<file path="src/rtl/fft_stream_seq.sv">
// Input-side sequencer for the 128-point radix-2 SDF FFT: frames the sample stream into valid/cnt,
// keeps cnt running while the pipe drains, and regenerates output framing aligned with the last stage.
module fft_stream_seq #(
   parameter int N_LOG2   = 7,
   parameter int PIPE_LAT = 134
) (
   input  logic              clk,
   input  logic              reset_n,
   input  logic              din_valid,
   input  logic              din_sof,
   output logic              din_ready,
   input  logic              err_clr,
   output logic              valid,
   output logic [N_LOG2-1:0] cnt,
   output logic              dout_valid,
   output logic              dout_sof,
   output logic              dout_eof,
   output logic [N_LOG2-1:0] dout_idx,
   output logic              busy,
   output logic              err_gap,
   output logic              err_sof
);

   localparam int FRAME = 1 << N_LOG2;
   localparam int Q     = PIPE_LAT / FRAME;
   localparam int R     = PIPE_LAT % FRAME;
   localparam int HW    = Q + 1;
   localparam logic [N_LOG2-1:0] LAST       = N_LOG2'(FRAME - 1);
   localparam logic [N_LOG2-1:0] R_C        = N_LOG2'(R);
   localparam logic [9:0]        DRAIN_LOAD = 10'(PIPE_LAT - 1);

   typedef enum logic [1:0] {
      IDLE  = 2'd0,
      RUN   = 2'd1,
      DRAIN = 2'd2
   } state_t;

   state_t            state_q, state_d;
   logic              valid_q, valid_d;
   logic [N_LOG2-1:0] cnt_q, cnt_d;
   logic [9:0]        drain_q, drain_d;
   logic [HW-1:0]     hist_q, hist_d;
   logic              err_gap_q, err_gap_d;
   logic              err_sof_q, err_sof_d;
   logic              ready;
   logic              at_last;
   logic              gap_set;
   logic              sof_set;
   logic [N_LOG2-1:0] out_cnt;
   logic [N_LOG2-1:0] out_rev;
   logic              out_valid;

   always_ff @(posedge clk or negedge reset_n) begin
      if (!reset_n) begin
         state_q   <= IDLE;
         valid_q   <= 1'b0;
         cnt_q     <= '0;
         drain_q   <= '0;
         hist_q    <= '0;
         err_gap_q <= 1'b0;
         err_sof_q <= 1'b0;
      end else begin
         state_q   <= state_d;
         valid_q   <= valid_d;
         cnt_q     <= cnt_d;
         drain_q   <= drain_d;
         hist_q    <= hist_d;
         err_gap_q <= err_gap_d;
         err_sof_q <= err_sof_d;
      end
   end

   // Handshake: a sample is taken when din_valid & din_ready; anything offered while din_ready is low is silently dropped.
   always_comb begin
      state_d = state_q;
      valid_d = 1'b0;
      cnt_d   = cnt_q;
      drain_d = drain_q;
      ready   = 1'b0;
      gap_set = 1'b0;
      sof_set = 1'b0;
      at_last = (cnt_q == LAST);
      case (state_q)
         IDLE: begin
            ready = 1'b1;
            cnt_d = '0;
            if (din_valid) begin
               if (din_sof) begin
                  state_d = RUN;
                  valid_d = 1'b1;
               end else begin
                  sof_set = 1'b1;
               end
            end
         end
         RUN: begin
            ready = 1'b1;
            cnt_d = cnt_q + 1'b1;
            if (!at_last) begin
               if (!din_valid) begin
                  gap_set = 1'b1;
                  state_d = IDLE;
                  cnt_d   = '0;
               end else begin
                  valid_d = 1'b1;
                  sof_set = din_sof;
               end
            end else if (din_valid && din_sof) begin
               valid_d = 1'b1;
            end else begin
               sof_set = din_valid;
               state_d = DRAIN;
               drain_d = DRAIN_LOAD;
            end
         end
         DRAIN: begin
            ready = at_last;
            cnt_d = cnt_q + 1'b1;
            if (at_last && din_valid && din_sof) begin
               state_d = RUN;
               valid_d = 1'b1;
            end else begin
               sof_set = at_last && din_valid;
               if (drain_q == '0) begin
                  state_d = IDLE;
                  cnt_d   = '0;
               end else begin
                  drain_d = drain_q - 1'b1;
               end
            end
         end
         default: begin
            state_d = IDLE;
            cnt_d   = '0;
         end
      endcase
   end

   // While busy, cnt advances every cycle, so frames always start on a fixed 2^N_LOG2 slot grid.
   // hist_q[j-1] records whether the slot j slots back carried a frame; that is all the output side needs.
   always_comb begin
      hist_d = hist_q;
      if (state_q != IDLE && at_last)
         hist_d = {hist_q[HW-2:0], valid_q};
      if (state_d == IDLE)
         hist_d = '0;
   end

   always_comb begin
      err_gap_d = gap_set | (err_gap_q & ~err_clr);
      err_sof_d = sof_set | (err_sof_q & ~err_clr);
   end

   // The slot now leaving the last stage is Q slots back, or Q+1 until cnt passes the latency remainder.
   always_comb begin
      out_cnt   = cnt_q - R_C;
      out_valid = (cnt_q >= R_C) ? hist_q[Q-1] : hist_q[Q];
      out_rev   = '0;
      for (int i = 0; i < N_LOG2; i++)
         out_rev[i] = out_cnt[N_LOG2-1-i];
   end

   assign din_ready  = ready & reset_n;
   assign valid      = valid_q;
   assign cnt        = cnt_q;
   assign dout_valid = out_valid;
   assign dout_sof   = out_valid && (out_cnt == '0);
   assign dout_eof   = out_valid && (out_cnt == LAST);
   assign dout_idx   = out_valid ? out_rev : '0;
   assign busy       = (state_q != IDLE);
   assign err_gap    = err_gap_q;
   assign err_sof    = err_sof_q;

endmodule
</file>
<file path="config.mk">
export PLATFORM = sky130hd
export DESIGN_NAME = fft_stream_seq
export DESIGN_NICKNAME = d
export VERILOG_FILES = /design/src/rtl/fft_stream_seq.sv
export SDC_FILE = /design/constraint.sdc
export NUM_CORES = 1
export LEC_CHECK = 0
export ABC_AREA = 1
export CAP_MARGIN = 20
export CELL_PAD_IN_SITES_DETAIL_PLACEMENT = 1
export CELL_PAD_IN_SITES_GLOBAL_PLACEMENT = 1
export CORE_MARGIN = 3
export CORE_UTILIZATION = 35
export CTS_CLUSTER_SIZE = 10
export DETAILED_ROUTE_END_ITERATION = 6
export PLACE_DENSITY = 0.86
export SYNTH_ARGS = -nofsm -noshare
export SYNTH_HDL_FRONTEND = slang
export SYNTH_SLANG_ARGS = --single-unit
</file>
<file path="constraint.sdc">
create_clock -name clk -period 1.7 [get_ports clk]
set_clock_uncertainty 0.2 [all_clocks]
set_input_delay 0.17 -clock clk [delete_from_list [all_inputs] [get_ports clk]]
set_output_delay 0.17 -clock clk [all_outputs]
set_load 0.01 [all_outputs]
</file>
; After elaboration in Yosys (flattened, before gate mapping)
; Index checks and enable logic that the tools add are counted.
; Widths: inputs -> output; s select.
[word_totals]
register_bits = 24
word_cells = 80
input_bits = 5
out_inout_bits = 22
[classes]
n_addsub = 3
reduce_logical = 15
n_lt_le_gt_ge = 1
muxes = 40
bitwise = 6
n_eq_ne = 8
[op_table]
columns = cell, count
row1 = $mux 10, 4
row2 = $mux 7, 5
row3 = $pmux 10 s2, 1
row4 = $mux 2, 9
row5 = $mux 1, 16
row6 = $eq 7x7->1 const B, 2
row7 = $pmux 7 s2, 1
row8 = $logic_not 10->1, 1
row9 = $sub 10x1->10 const B, 1
row10 = $ne 2x2->1 const B, 4
row11 = $add 7x1->7 const B, 1
row12 = $ge 7x3->1 const B, 1
row13 = $logic_not 7->1, 1
row14 = $sub 7x3->7 const B, 1
row15 = $logic_and 1x1->1, 6
row16 = $pmux 1 s3, 2
row17 = $pmux 2 s3, 1
row18 = $reduce_bool 2->1, 3
row19 = $reduce_and 5->1, 1
row20 = $logic_not 2->1, 2
row21 = $and 1x1->1, 3
row22 = $eq 2x1->1 const B, 1
row23 = $eq 2x2->1 const B, 1
row24 = $or 1x1->1, 2
row25 = 3 further kinds, 3

; Depth between registers and ports, before layout
[depth]
word_depth = 7
mapped_depth = 12
ltp_nobuf = 11

; Least setup slack after synthesis
; Ideal clock, no wire load.
[synth_path]
path_type = register -> output
startpoint = register cnt_q[1] (netlist: cnt[1])
endpoint = output port dout_sof
required_time_ns = 1.330
path_stages_with_launch = 9
arrival_time_ns = 1.799
setup_slack_ns = -0.469
n_path_buf = 0
path_cell_list = dfrtp_1 > ha_1 > nor2_1 > nand2_1 > nor2_1 > nand3_1 > o21ai_2 > inv_1 > nor4_1
[synth_between]
elab_chain_cells = 3
elab_cells_between_ends = 5
classes_between = 1 x add/sub / 1 x order compare / 1 x mux / 2 x reduce/logical
[synth_lines]
columns = element, line
row1 = "start, declared", 40  ; logic [N_LOG2-1:0] cnt_q, cnt_d;
row2 = "start signal, assigned", 65  ; cnt_q <= cnt_d;
row3 = $ge 7x3->1, 157  ; out_valid = (cnt_q >= R_C) ? hist_q[Q-1] : hist_q[Q];
row4 = $mux 1, 157
row5 = via dout_valid, 15  ; output logic dout_valid,
row6 = $logic_and 1x1->1, 167  ; assign dout_sof = out_valid && (out_cnt == '0);
row7 = "end, declared", 16  ; output logic dout_sof,
; The timed path passes the listed nets, and every way through them passes these cells.

; Final worst setup path
[layout_path]
startpoint = register cnt_q[1] (netlist: cnt[1])
endpoint = output port dout_sof
[layout_between]
elab_chain_cells = 3
elab_cells_between_ends = 5
classes_between = 1 x add/sub / 1 x order compare / 1 x mux / 2 x reduce/logical
[layout_lines]
columns = element, line
row1 = $sub 7x3->7 or $ge 7x3->1 (tied branches), "156, 157"
row2 = $logic_not 7->1 or $mux 1 (tied branches), "167, 157"
row3 = $logic_and 1x1->1 (*), 167
; Every way passes the cells marked *; elsewhere a longest branch is shown, timed or not.

==> summary.md <==
| Metric | Value |
|---|---|
| Worst-path clk slew | 110 ps |
| CTS tree | yes |
| Clock network fraction of total power | 18.2% |
| Pre-antenna DRT Iters | 4 |
| Final worst-path setup slack | -574.3 ps |
| Global route overflow | 0 |
| EDFF count, synth | 0 |
| CTS Buffer Depth | 2 |
| Reg area | 605.6 um2 |
| Synth area leaders | dfrtp_1 (35%), nand2_1 (9.6%), inv_1 (7.7%) |
| Switching pwr | 1.290 mW |
| Internal | 1.719 mW |
| I/O Buffers | 26 |
| Horiz. Die Dim | 75.98 um |
| Area growth, synth to finish | 81.97% |
| Number of global-route vias before repair | 2,329 |
| Share of layout cells above drive strength 1 | 59.82% |
| Skew-Pair Late Insertion Delay | 280 ps |
| Mapped Cells | 226 |
| Vias | 2,117 |
| Final ANT Viol Nets | 0 |
| Register area share after synthesis | 35.04% |
| Worst Hold Class | in2async |
| Final setup viols | 37 |
| DRC viols | 0 |
| Crit path launch | cnt[1] |
| Final nets | 352 |
| Pwr/cell area | 964.6 mW/mm2 |
| Cell taking the most area after synthesis | dfrtp_1 |
| R2R setup slack | -400 ps |
| Register share of total power | 23.6% |
| Hold_ws | 168.2 ps |
| Max_cap viols | 0 |
| DRT Wirelength | 9.119 mm |
| Die area | 0.005773 mm2 |
| Reg2reg start | cnt[1] |
| Combinational share of power | 58.1% |
| Leakage power | 1.545 nW |
| Outcome | complete, but fails checks |
| Worst-path maximum fanout | 8 |
| GRT Util Overall | 28.21% |
| Fin. Hold Viols | 0 |
| Largest net degree at the start of global routing | 25 |
| Initial antenna violation count | 0 |
| Initial core utilization | 37.80% |
| Worst slew margin | 78.20% |
| Main synth FF type | dfrtp_1 |
| Worst EP arrival | 1900 ps |
| Ports | 27 |
| Power Total | 3.009 mW |
| Max H-tree Level | 1 |
| Max IR drop VDD | 0.6336 mV |
| Row cnt | 24 |
| Area of the mapped netlist | 0.001714 mm2 |
| Cell area after layout | 0.003119 mm2 |
| Synth warn | 0 |
| Switching share of power | 42.86% |
| Setup TNS | -12,880 ps |
| DP Wirelength | 4.486 mm |
| GPL Wtd Cong | 0.7978 |
| R2R Path End | drain_q[3] |
| Peak Freq | 0.4397 GHz |
| Synth Register Bits | 24 |
| Startpoint Class | register |
| Vias per inst | 5.279 |
| Fillcell total | 513 |
| Final Max Tran Viols | 0 |
| Period utilisation layout | 133.8% |
| 1st-iter DRT viols | 106 |
| CP Capture Point | dout_sof |
| Fin crit period | 2274 ps |
| Yosys top cell area share | 35.04% |
| RSZ-0062 raised after global routing | true |
| Required time worst endpoint | 1330 ps |
| Pre-CTS setup slack | -685.0 ps |
| Antenna diode count | 0 |
| Syn_area_per_cell | 7.585 um2 |
| Worst reg2reg path depth | 13 |
| Net count after synthesis | 241 |
| Nature of the critical path endpoint | primary output |
| Placed Area | 0.002535 mm2 |
| Distinct cells, synth | 30 |
| Async SR Flop Fraction | 100.0% |
| Failing checks | negative setup slack |
| Clk sinks | 24 |
| Worst slew pin tran | 323.5 ps |
| Placeable core area | 0.004534 mm2 |
| Clock root cell | clkbuf_8 |
| Multi-input logic area | 0.001313 mm2 |
| Total CTS buffers | 3 |
| First-pass GRT wire length | 12.78 mm |
| WL/cell | 22.74 um |
| Die Y-Extent | 75.98 um |
| Critical path class | reg2out |
==> layer usage <==
| layer | wire, um | track usage (%) | vias to the layer above | part of all wire [%] |
|---|---|---|---|---|
| li1 | - | - | 931 | - |
| met1 | 3545 | 30.97 | 1062 | 39 |
| met2 | 4703 | 54.70 | 78 | 52 |
| met3 | 358 | 3.664 | 46 | 3.9 |
| met4 | 512 | 10.51 | 0 | 5.6 |
| met5 | 0 | 0 | - | 0 |
==> worst min-delay path by stage <==
stage          slack [ps]  startpoint         end  cells past startpoint
2_1_floorplan        -330     reset_n      cnt[0]                      0
3_3_place_gp          320  drain_q[9]  drain_q[9]                      2
3_5_place_dp          330  drain_q[9]  drain_q[9]                      2
4_1_cts               180     reset_n  drain_q[8]                      2
5_1_grt               200     reset_n  state_q[0]                      2
6_report              170     reset_n  state_q[0]                      2
==> metrics by stage <==
| step | instances | utilization [%] |
|---|---|---|
| floorplan | 226 | - |
| global placement | 376 | 55.91 |
| detailed placement | 376 | 55.91 |
| CTS | 393 | 64.13 |
| global route | 401 | 68.79 |
| finish | 401 | 68.79 |
==> cell usage after synthesis (2+ instances only) <==
| master | n |
|---|---|
| inv_1 | 35 |
| xnor2_1 | 2 |
| nand4_1 | 3 |
| nor2_1 | 28 |
| a21oi_1 | 9 |
| ha_1 | 10 |
| nor3_1 | 4 |
| nand3_1 | 16 |
| o21ai_0 | 7 |
| inv_2 | 2 |
| dfrtp_1 | 24 |
| xor2_1 | 11 |
| nor2_4 | 2 |
| nand2_1 | 44 |
| nand2_4 | 2 |
| nand2_2 | 6 |
| o21ai_2 | 8 |
==> power groups by stage <==
stage,Combinational [mW],Clock (mW),Sequential (mW)
detailed placement,1.09,0,0.706
finish,1.75,0.549,0.711
CTS,1.35,0.526,0.702
global route,1.82,0.571,0.717
floorplan,0.596,0,0.720
global placement,1.02,0,0.697
==> registers in the layout, summed over array words and instances, names as in the netlist <==
name / flops
state_q: 2
valid: 1
err_gap: 1
err_sof: 1
hist_q: 2
cnt: 7
drain_q: 10
==> area by class of cell <==
cell class | instances | share of cell area [%]
Timing Repair Buffer | 107 | 27.84
Clock inverter | 1 | 0.9627
Multi-Input combinational cell | 161 | 42.08
Inverter | 39 | 5.495
Timing Repair inverter | 1 | 0.2808
Tap cell | 65 | 2.607
Sequential cell | 24 | 19.41
Clock buffer | 3 | 1.324
==> cell usage in the layout, fill, tap and decap left out, types with 3 or more instances in the layout <==
cell type,synthesis,layout
buf_4,0,69
inv_1,35,23
nand2_2,6,22
nor2_1,28,21
nand2_1,44,20
dfrtp_1,24,20
buf_6,0,15
xor2_1,11,11
inv_2,2,10
o21ai_2,8,10
nand2_4,2,9
buf_2,0,9
clkdlybuf4s50_1,0,8
nand3_4,0,6
nor2_2,1,6
nand3_1,16,6
nand3_2,1,5
ha_1,10,5
dlygate4sd2_1,0,5
inv_4,0,4
nor2_4,2,4
a21oi_1,9,4
a21oi_2,0,4
ha_4,0,4
dfrtp_2,0,4
nand4_1,3,3
o21ai_1,0,3
clkbuf_8,0,3
==> worst max-delay path: stages (launching register included) <==
cell and delay (ps):
dfrtp_2 460, buf_6 150, ha_1 190, nand4_1 100, nand3_2 130, o21ai_4 190
inv_4 90, nor4_4 130, buf_2 170
==> kinds of logic (layout without fill, tap and decap cells) <==
kind of cell | after synthesis | count (layout) | share of synthesized area (%)
AO/OA/AOI/OAI | 28 | 28 | 11.24
buffers and inverters | 41 | 151 | 10.22
flip-flops | 24 | 24 | 35.04
AND/OR/NAND/NOR | 110 | 110 | 29.56
XOR/XNOR | 13 | 13 | 6.642
adder cells (fa/ha/maj) | 10 | 10 | 7.299
==> what timing repair did <==
item	in CTS	in global routing
pin swaps	17	13
setup endpoints to repair	41	37
resized for setup	135	40
cloned	1	0
setup buffers	12	8
hold buffers	0	0
No activity file was read; power rests on OpenSTA's default activity.
